[config.mk]
export PLATFORM = sky130hd
export DESIGN_NAME = mult_hilo_seq
export DESIGN_NICKNAME = d
export VERILOG_FILES = /design/src/rtl/mult_hilo_seq.sv
export SDC_FILE = /design/constraint.sdc
export NUM_CORES = 1
export LEC_CHECK = 0
export ABC_AREA = 1
export BUFFER_PORTS_ARGS = -buffer_cell sky130_fd_sc_hd__buf_4
export CAP_MARGIN = 5
export CORE_ASPECT_RATIO = 0.6
export CORE_UTILIZATION = 48
export CTS_BUF_LIST = sky130_fd_sc_hd__clkbuf_2
export DETAILED_ROUTE_END_ITERATION = 16
export PLACE_DENSITY = 0.8
export SLEW_MARGIN = 5
export SYNTH_ARGS = -nofsm -noshare
export SYNTH_HDL_FRONTEND = slang
export SYNTH_SLANG_ARGS = --single-unit
[constraint.sdc]
create_clock -name clk_i -period 1.6 [get_ports clk_i]
set_input_delay 0.32 -clock clk_i [delete_from_list [all_inputs] [get_ports clk_i]]
set_output_delay 0.32 -clock clk_i [all_outputs]
set_load 0.01 [all_outputs]
[src/rtl/mult_hilo_seq.sv]
// mult_hilo_seq: MULTU sequencer for the shift-add multiplier, with the HI/LO register file and pipeline stall.
module mult_hilo_seq #(
    parameter int ITER = 32,
    parameter int CW   = 6
) (
    input  logic        clk_i,
    input  logic        rst_ni,
    input  logic        start_i,
    input  logic [31:0] op_a_i,
    input  logic [31:0] op_b_i,
    input  logic        mfhi_i,
    input  logic        mflo_i,
    input  logic        mthi_i,
    input  logic        mtlo_i,
    input  logic [31:0] wdata_i,
    output logic        mul_rst_o,
    output logic        mul_signal_o,
    output logic [31:0] mul_a_o,
    output logic [31:0] mul_b_o,
    input  logic [63:0] mul_prod_i,
    output logic [31:0] rdata_o,
    output logic [31:0] hi_o,
    output logic [31:0] lo_o,
    output logic        busy_o,
    output logic        stall_o,
    output logic        done_o
);
    typedef enum logic [2:0] {IDLE, LOAD, RUN, OUT, CAPT} state_t;
    state_t      state_q, state_d;
    logic [CW-1:0] cnt_q, cnt_d;
    logic [31:0] hi_q, hi_d, lo_q, lo_d, a_q, a_d, b_q, b_d;
    always_ff @(posedge clk_i or negedge rst_ni) begin
        if (!rst_ni) begin
            state_q <= IDLE;
            cnt_q   <= '0;
            hi_q    <= '0;
            lo_q    <= '0;
            a_q     <= '0;
            b_q     <= '0;
        end else begin
            state_q <= state_d;
            cnt_q   <= cnt_d;
            hi_q    <= hi_d;
            lo_q    <= lo_d;
            a_q     <= a_d;
            b_q     <= b_d;
        end
    end
    // CAPT is not busy, so it accepts a new issue exactly like IDLE for back-to-back throughput.
    always_comb begin
        state_d = state_q;
        cnt_d   = cnt_q;
        hi_d    = hi_q;
        lo_d    = lo_q;
        a_d     = a_q;
        b_d     = b_q;
        case (state_q)
            IDLE, CAPT: begin
                state_d = start_i ? LOAD : IDLE;
                if (start_i) begin
                    a_d = op_a_i;
                    b_d = op_b_i;
                end else begin
                    hi_d = mthi_i ? wdata_i : hi_q;
                    lo_d = mtlo_i ? wdata_i : lo_q;
                end
            end
            LOAD: begin
                cnt_d   = '0;
                state_d = RUN;
            end
            RUN: begin
                cnt_d   = cnt_q + CW'(1);
                state_d = (cnt_q == CW'(ITER - 1)) ? OUT : RUN;
            end
            OUT: begin
                {hi_d, lo_d} = mul_prod_i;
                state_d      = CAPT;
            end
            default: state_d = IDLE;
        endcase
    end
    assign busy_o       = (state_q == LOAD) || (state_q == RUN) || (state_q == OUT);
    assign stall_o      = busy_o & (start_i | mfhi_i | mflo_i | mthi_i | mtlo_i);
    assign mul_rst_o    = !rst_ni || (state_q == LOAD);
    assign mul_signal_o = (state_q == RUN);
    assign done_o       = (state_q == CAPT);
    assign mul_a_o      = a_q;
    assign mul_b_o      = b_q;
    assign hi_o         = hi_q;
    assign lo_o         = lo_q;
    assign rdata_o      = mfhi_i ? hi_q : (mflo_i ? lo_q : 32'h0);
endmodule

==> flow_metrics.env, run 1 <==
export IMPL_rows=33
export IMPL_avgSynthCellArea_um2=7.53
export IMPL_synth_area_leaders="dfrtp_1, nand2_1, nand3_1, nand4_1, buf_2"
export IMPL_die_w_um=156
export IMPL_ys_seq_area_share_pct=49.9
export IMPL_worstEndpointGrtRepair="stall_o"
export IMPL_synth_top_cell_by_area="dfrtp_1"
export IMPL_worstEpCategory="top-level output"
export IMPL_gp_congestion=0.908
export IMPL_placed_cell_area_um2=9600
export IMPL_yosysTopAreaCellShare_pct=49.9
export IMPL_syn_inst=912
export IMPL_cts_max_path_buffers=2
export IMPL_clock_sinks=137
export IMPL_synth_area_um2=6870
export IMPL_io_buffers=331
export IMPL_status="did not finish"
export IMPL_pin_count=332
export IMPL_cts_buffers_inserted=17
export IMPL_ys_ff_latch=137
export IMPL_start_util_pct=49.8
export IMPL_yosys_warnings=0
export IMPL_lastStage="5_1_grt"
export IMPL_post_place_ws_ns=0.0505
export IMPL_ys_types=19
export IMPL_chipHeight_um=94.6
export IMPL_syn_num_nets=1080
export IMPL_dpl_hpwl_um=17300
export IMPL_cts_htree_levels=4
export IMPL_toolErrorMsg="[ERROR DPL-0038] Utilization greater than 100%, impossible to legalize"
export IMPL_grt_max_degree=83
export IMPL_root_buffer="clkbuf_2"
==> cells by family after synthesis <==
logic type | synth area share [%]
simple gates | 43.6
flops | 49.9
buf+inv | 5.92
fa+ha+maj | 0.182
compound gates | 0.364
==> synth_stat cells <==
| master | n |
|---|---|
| buf_1 | 6 |
| buf_2 | 37 |
| buf_4 | 12 |
| clkbuf_1 | 21 |
| dfrtp_1 | 137 |
| ha_1 | 1 |
| inv_1 | 7 |
| inv_2 | 1 |
| nand2_1 | 436 |
| nand2_2 | 3 |
| nand3_1 | 169 |
| nand3_4 | 1 |
| nand4_1 | 66 |
| nor2_1 | 6 |
| nor2_4 | 1 |
| nor3_1 | 1 |
| nor3_4 | 1 |
| o21ai_0 | 5 |
| or2_2 | 1 |
==> repair_timing <==
action	CTS
pin swaps	55
hold endpoints to repair	265
cloned	5
setup buffers	43
hold buffers	159
endpoints found under the setup margin	159
resized for setup	181
==> per-stage QoR <==
stage	cells	hold WS (ns)
detailed placement	1392	0.198
global placement	1392	0.199
CTS	1631	0.00217
floorplan	912	0.0244
==> run 2, diff against run 1 <==
--- a/config.mk
+++ b/config.mk
@@ -8,11 +8,9 @@
 export ABC_AREA = 1
 export BUFFER_PORTS_ARGS = -buffer_cell sky130_fd_sc_hd__buf_4
 export CAP_MARGIN = 5
-export CORE_ASPECT_RATIO = 0.6
-export CORE_UTILIZATION = 48
-export CTS_BUF_LIST = sky130_fd_sc_hd__clkbuf_2
+export CORE_UTILIZATION = 40
 export DETAILED_ROUTE_END_ITERATION = 16
-export PLACE_DENSITY = 0.8
+export PLACE_DENSITY_LB_ADDON = 0.15
 export SLEW_MARGIN = 5
 export SYNTH_ARGS = -nofsm -noshare
 export SYNTH_HDL_FRONTEND = slang
==> run 2 against run 1 <==
Against the previous run:
- the flow now finishes, with violations (negative setup slack)
- synthesized area unchanged
- synthesized cell count is the same
==> flow_metrics.env, run 2 <==
export IMPL_status="finished with violations"
export IMPL_violations="negative setup slack"
export IMPL_combPwrFrac_pct=47.5
export IMPL_rows=47
export IMPL_first_global_vias=7303
export IMPL_drt_total_wl_um=24700
export IMPL_grt_usage_pct=28.2
export IMPL_layout_drive_gt1_share_pct=33.5
export IMPL_clock_skew_ns=0.00516
export IMPL_clk_pin_slew_ns=0.06
export IMPL_grt_pass1_wl_um=39000
export IMPL_synthArstFlopShare_pct=100
export IMPL_antenna_left=0
export IMPL_placed_cell_area_um2=9630
export IMPL_syn_inst=912
export IMPL_cap_violations=0
export IMPL_final_util_pct=62.4
export IMPL_irDropWorstVdd_v=0.00117
export IMPL_fin_area_um2=10400
export IMPL_synth_edf_count=0
export IMPL_endpoint_kind="primary output"
export IMPL_grt_overflow=0
export IMPL_nets=1396
export IMPL_crit_arrival_ns=1.35
export IMPL_min_period_over_period_pct=104
export IMPL_chipHeight_um=133
export IMPL_ys_types=19
export IMPL_timing_worst_setup_path_type="reg2out"
export IMPL_coreArea_um2=16600
export IMPL_antenna_found_initial=0
export IMPL_hold_path_class="in2reg"
export IMPL_min_period_ns=1.67
export IMPL_fin_ws_ns=-0.0657
export IMPL_ys_ff_latch=137
export IMPL_synth_top_cell_by_area="dfrtp_1"
export IMPL_ys_flop_type="dfrtp_1"
export IMPL_gp_congestion=0.857
export IMPL_post_synth_top_count_cell="nand2_1"
export IMPL_grt_max_degree=101
export IMPL_syn_num_nets=1080
export IMPL_wl_per_cell_um=16.9
export IMPL_hold_violations=0
export IMPL_clock_sinks=137
export IMPL_swShare_pct=40.0
export IMPL_crit_path_start_kind="register"
export IMPL_avgSynthCellArea_um2=7.53
export IMPL_drc=0
export IMPL_routed_via_count=7601
export IMPL_syn_to_final_growth_pct=51.3
export IMPL_relSlewSlack_pct=62.3
export IMPL_switching_power_w=0.00813
export IMPL_ys_seq_area_share_pct=49.9
export IMPL_synth_area_um2=6870
export IMPL_yosys_warnings=0
export IMPL_diodes=0
export IMPL_mostFrequentLayoutCell="nand2_1"
export IMPL_cts_buffers_inserted=17
export IMPL_netlist_top_cells_count="nand2_1, nand3_1, dfrtp_1, nand4_1, buf_2"
export IMPL_drt_iter0_markers=431
export IMPL_start_util_pct=41.3
export IMPL_root_buffer="clkbuf_16"
export IMPL_design_die_area_um2=17700
export IMPL_power_frac_clock_pct=20.5
export IMPL_drtPass1Iterations=5
export IMPL_dpl_hpwl_um=17300
export IMPL_cts_max_path_buffers=2
export IMPL_rsz0062_at_grt="yes"
export IMPL_leakage_nw=5.82
export IMPL_drv_slew=0
export IMPL_tightestPinTransition_ns=0.565
export IMPL_path_max_fanout=4
export IMPL_io_buffers=331
export IMPL_pwr_share_seq_pct=32.0
export IMPL_yosysTopAreaCellShare_pct=49.9
export IMPL_crit_required_ns=1.28
export IMPL_via_per_inst=5.20
export IMPL_cts_htree_levels=4
export IMPL_synth_area_leaders="dfrtp_1, nand2_1, nand3_1, nand4_1, buf_2"
export IMPL_power_density_nw_per_um2=1950
export IMPL_clock_latency_ns=0.41
export IMPL_fmax_mhz=600
export IMPL_final_cell_mix="nand2_1, buf_4, nand3_1"
export IMPL_pin_count=332
export IMPL_p_int_w=0.0122
export IMPL_cts_tree="done"
export IMPL_die_w_um=133
export IMPL_setup_violations=3
[run 2: cell counts after synthesis]
Identical to the previous run, type by type.
[run 2: kinds of logic (layout without fill, tap and decap cells)]
logic type	after synthesis	in the layout	synth area share, %
simple gates	685	685	43.6
flops	137	137	49.9
buf+inv	84	413	5.92
compound gates	5	5	0.364
fa+ha+maj	1	1	0.182
[run 2: per-layer routing]
metal / wire length [um] / track usage [%] / share of wire [%]
met1: 9740 / 34.8 / 39
met2: 11800 / 45.0 / 48
met3: 2320 / 8.81 / 9.4
met4: 812 / 13.1 / 3.3
met5: 0 / 0 / 0
[run 2: worst paths after layout]
kind                                               from                      end  slack [ns]  depth (start not counted)
worst max-delay path               state_q[0]$_DFF_PN0_             mul_signal_o       -0.07                          3
worst min-delay path                         op_b_i[22]  mul_b_o[22]$_DFFE_PN0P_        0.13                          3
worst max register to register     state_q[1]$_DFF_PN0_      hi_o[1]$_DFFE_PN0P_        0.10                          8
worst min register to register  mul_a_o[14]$_DFFE_PN0P_  mul_a_o[14]$_DFFE_PN0P_        0.47                          2
max in group asynchronous                        rst_ni     state_q[0]$_DFF_PN0_        0.61                          3
min in group asynchronous                        rst_ni      hi_o[7]$_DFFE_PN0P_        0.52                          3
[run 2: critical path: stages, from the launching register on]
cell and delay [ns]:
dfrtp_2 0.43, buf_6 0.14, nor3_4 0.22, buf_6 0.14
[run 2: per-stage QoR]
stage	hold WS (ns)	worst slack [ns]	cells	TNS (ns)	power [W]
6_report	0.130	-0.0657	1461	-0.153	0.0203
5_1_grt	0.121	-0.116	1461	-0.379	0.0217
4_1_cts	0.112	-0.104	1459	-0.304	0.0204
3_5_place_dp	0.431	0.153	1421	0	0.0160
3_3_place_gp	0.436	0.176	1421	0	0.0159
2_1_floorplan	0.0244	0.187	912	0	0.0110
[run 2: power groups by stage]
| stage | Clock [W] | Combinational [W] | Sequential (W) |
|---|---|---|---|
| final | 0.00416 | 0.00965 | 0.00649 |
| after global routing | 0.00439 | 0.0106 | 0.00667 |
| after CTS | 0.00425 | 0.00966 | 0.00647 |
| after detailed placement | 0 | 0.00951 | 0.00648 |
| after global placement | 0 | 0.00934 | 0.00651 |
| after floorplan | 0 | 0.00411 | 0.00686 |
[run 2: final cells by class]
cell class	instances	area, um2
Clock inverter	11	170
Inverter	8	32.5
Tap cell	220	275
Clock buffer	21	460
Fill cell	1496	6250
Timing Repair Buffer	373	2960
Multi-Input combinational cell	691	3060
Sequential cell	137	3430
[run 2: repair_timing]
item,4_1_cts,5_1_grt
pin swaps,2,1
setup buffers,5,2
endpoints found under the setup margin,5,59
hold buffers,1,0
gates resized for setup,11,8
endpoints found under the hold margin,17,0
No activity file was read; power rests on OpenSTA's default activity.
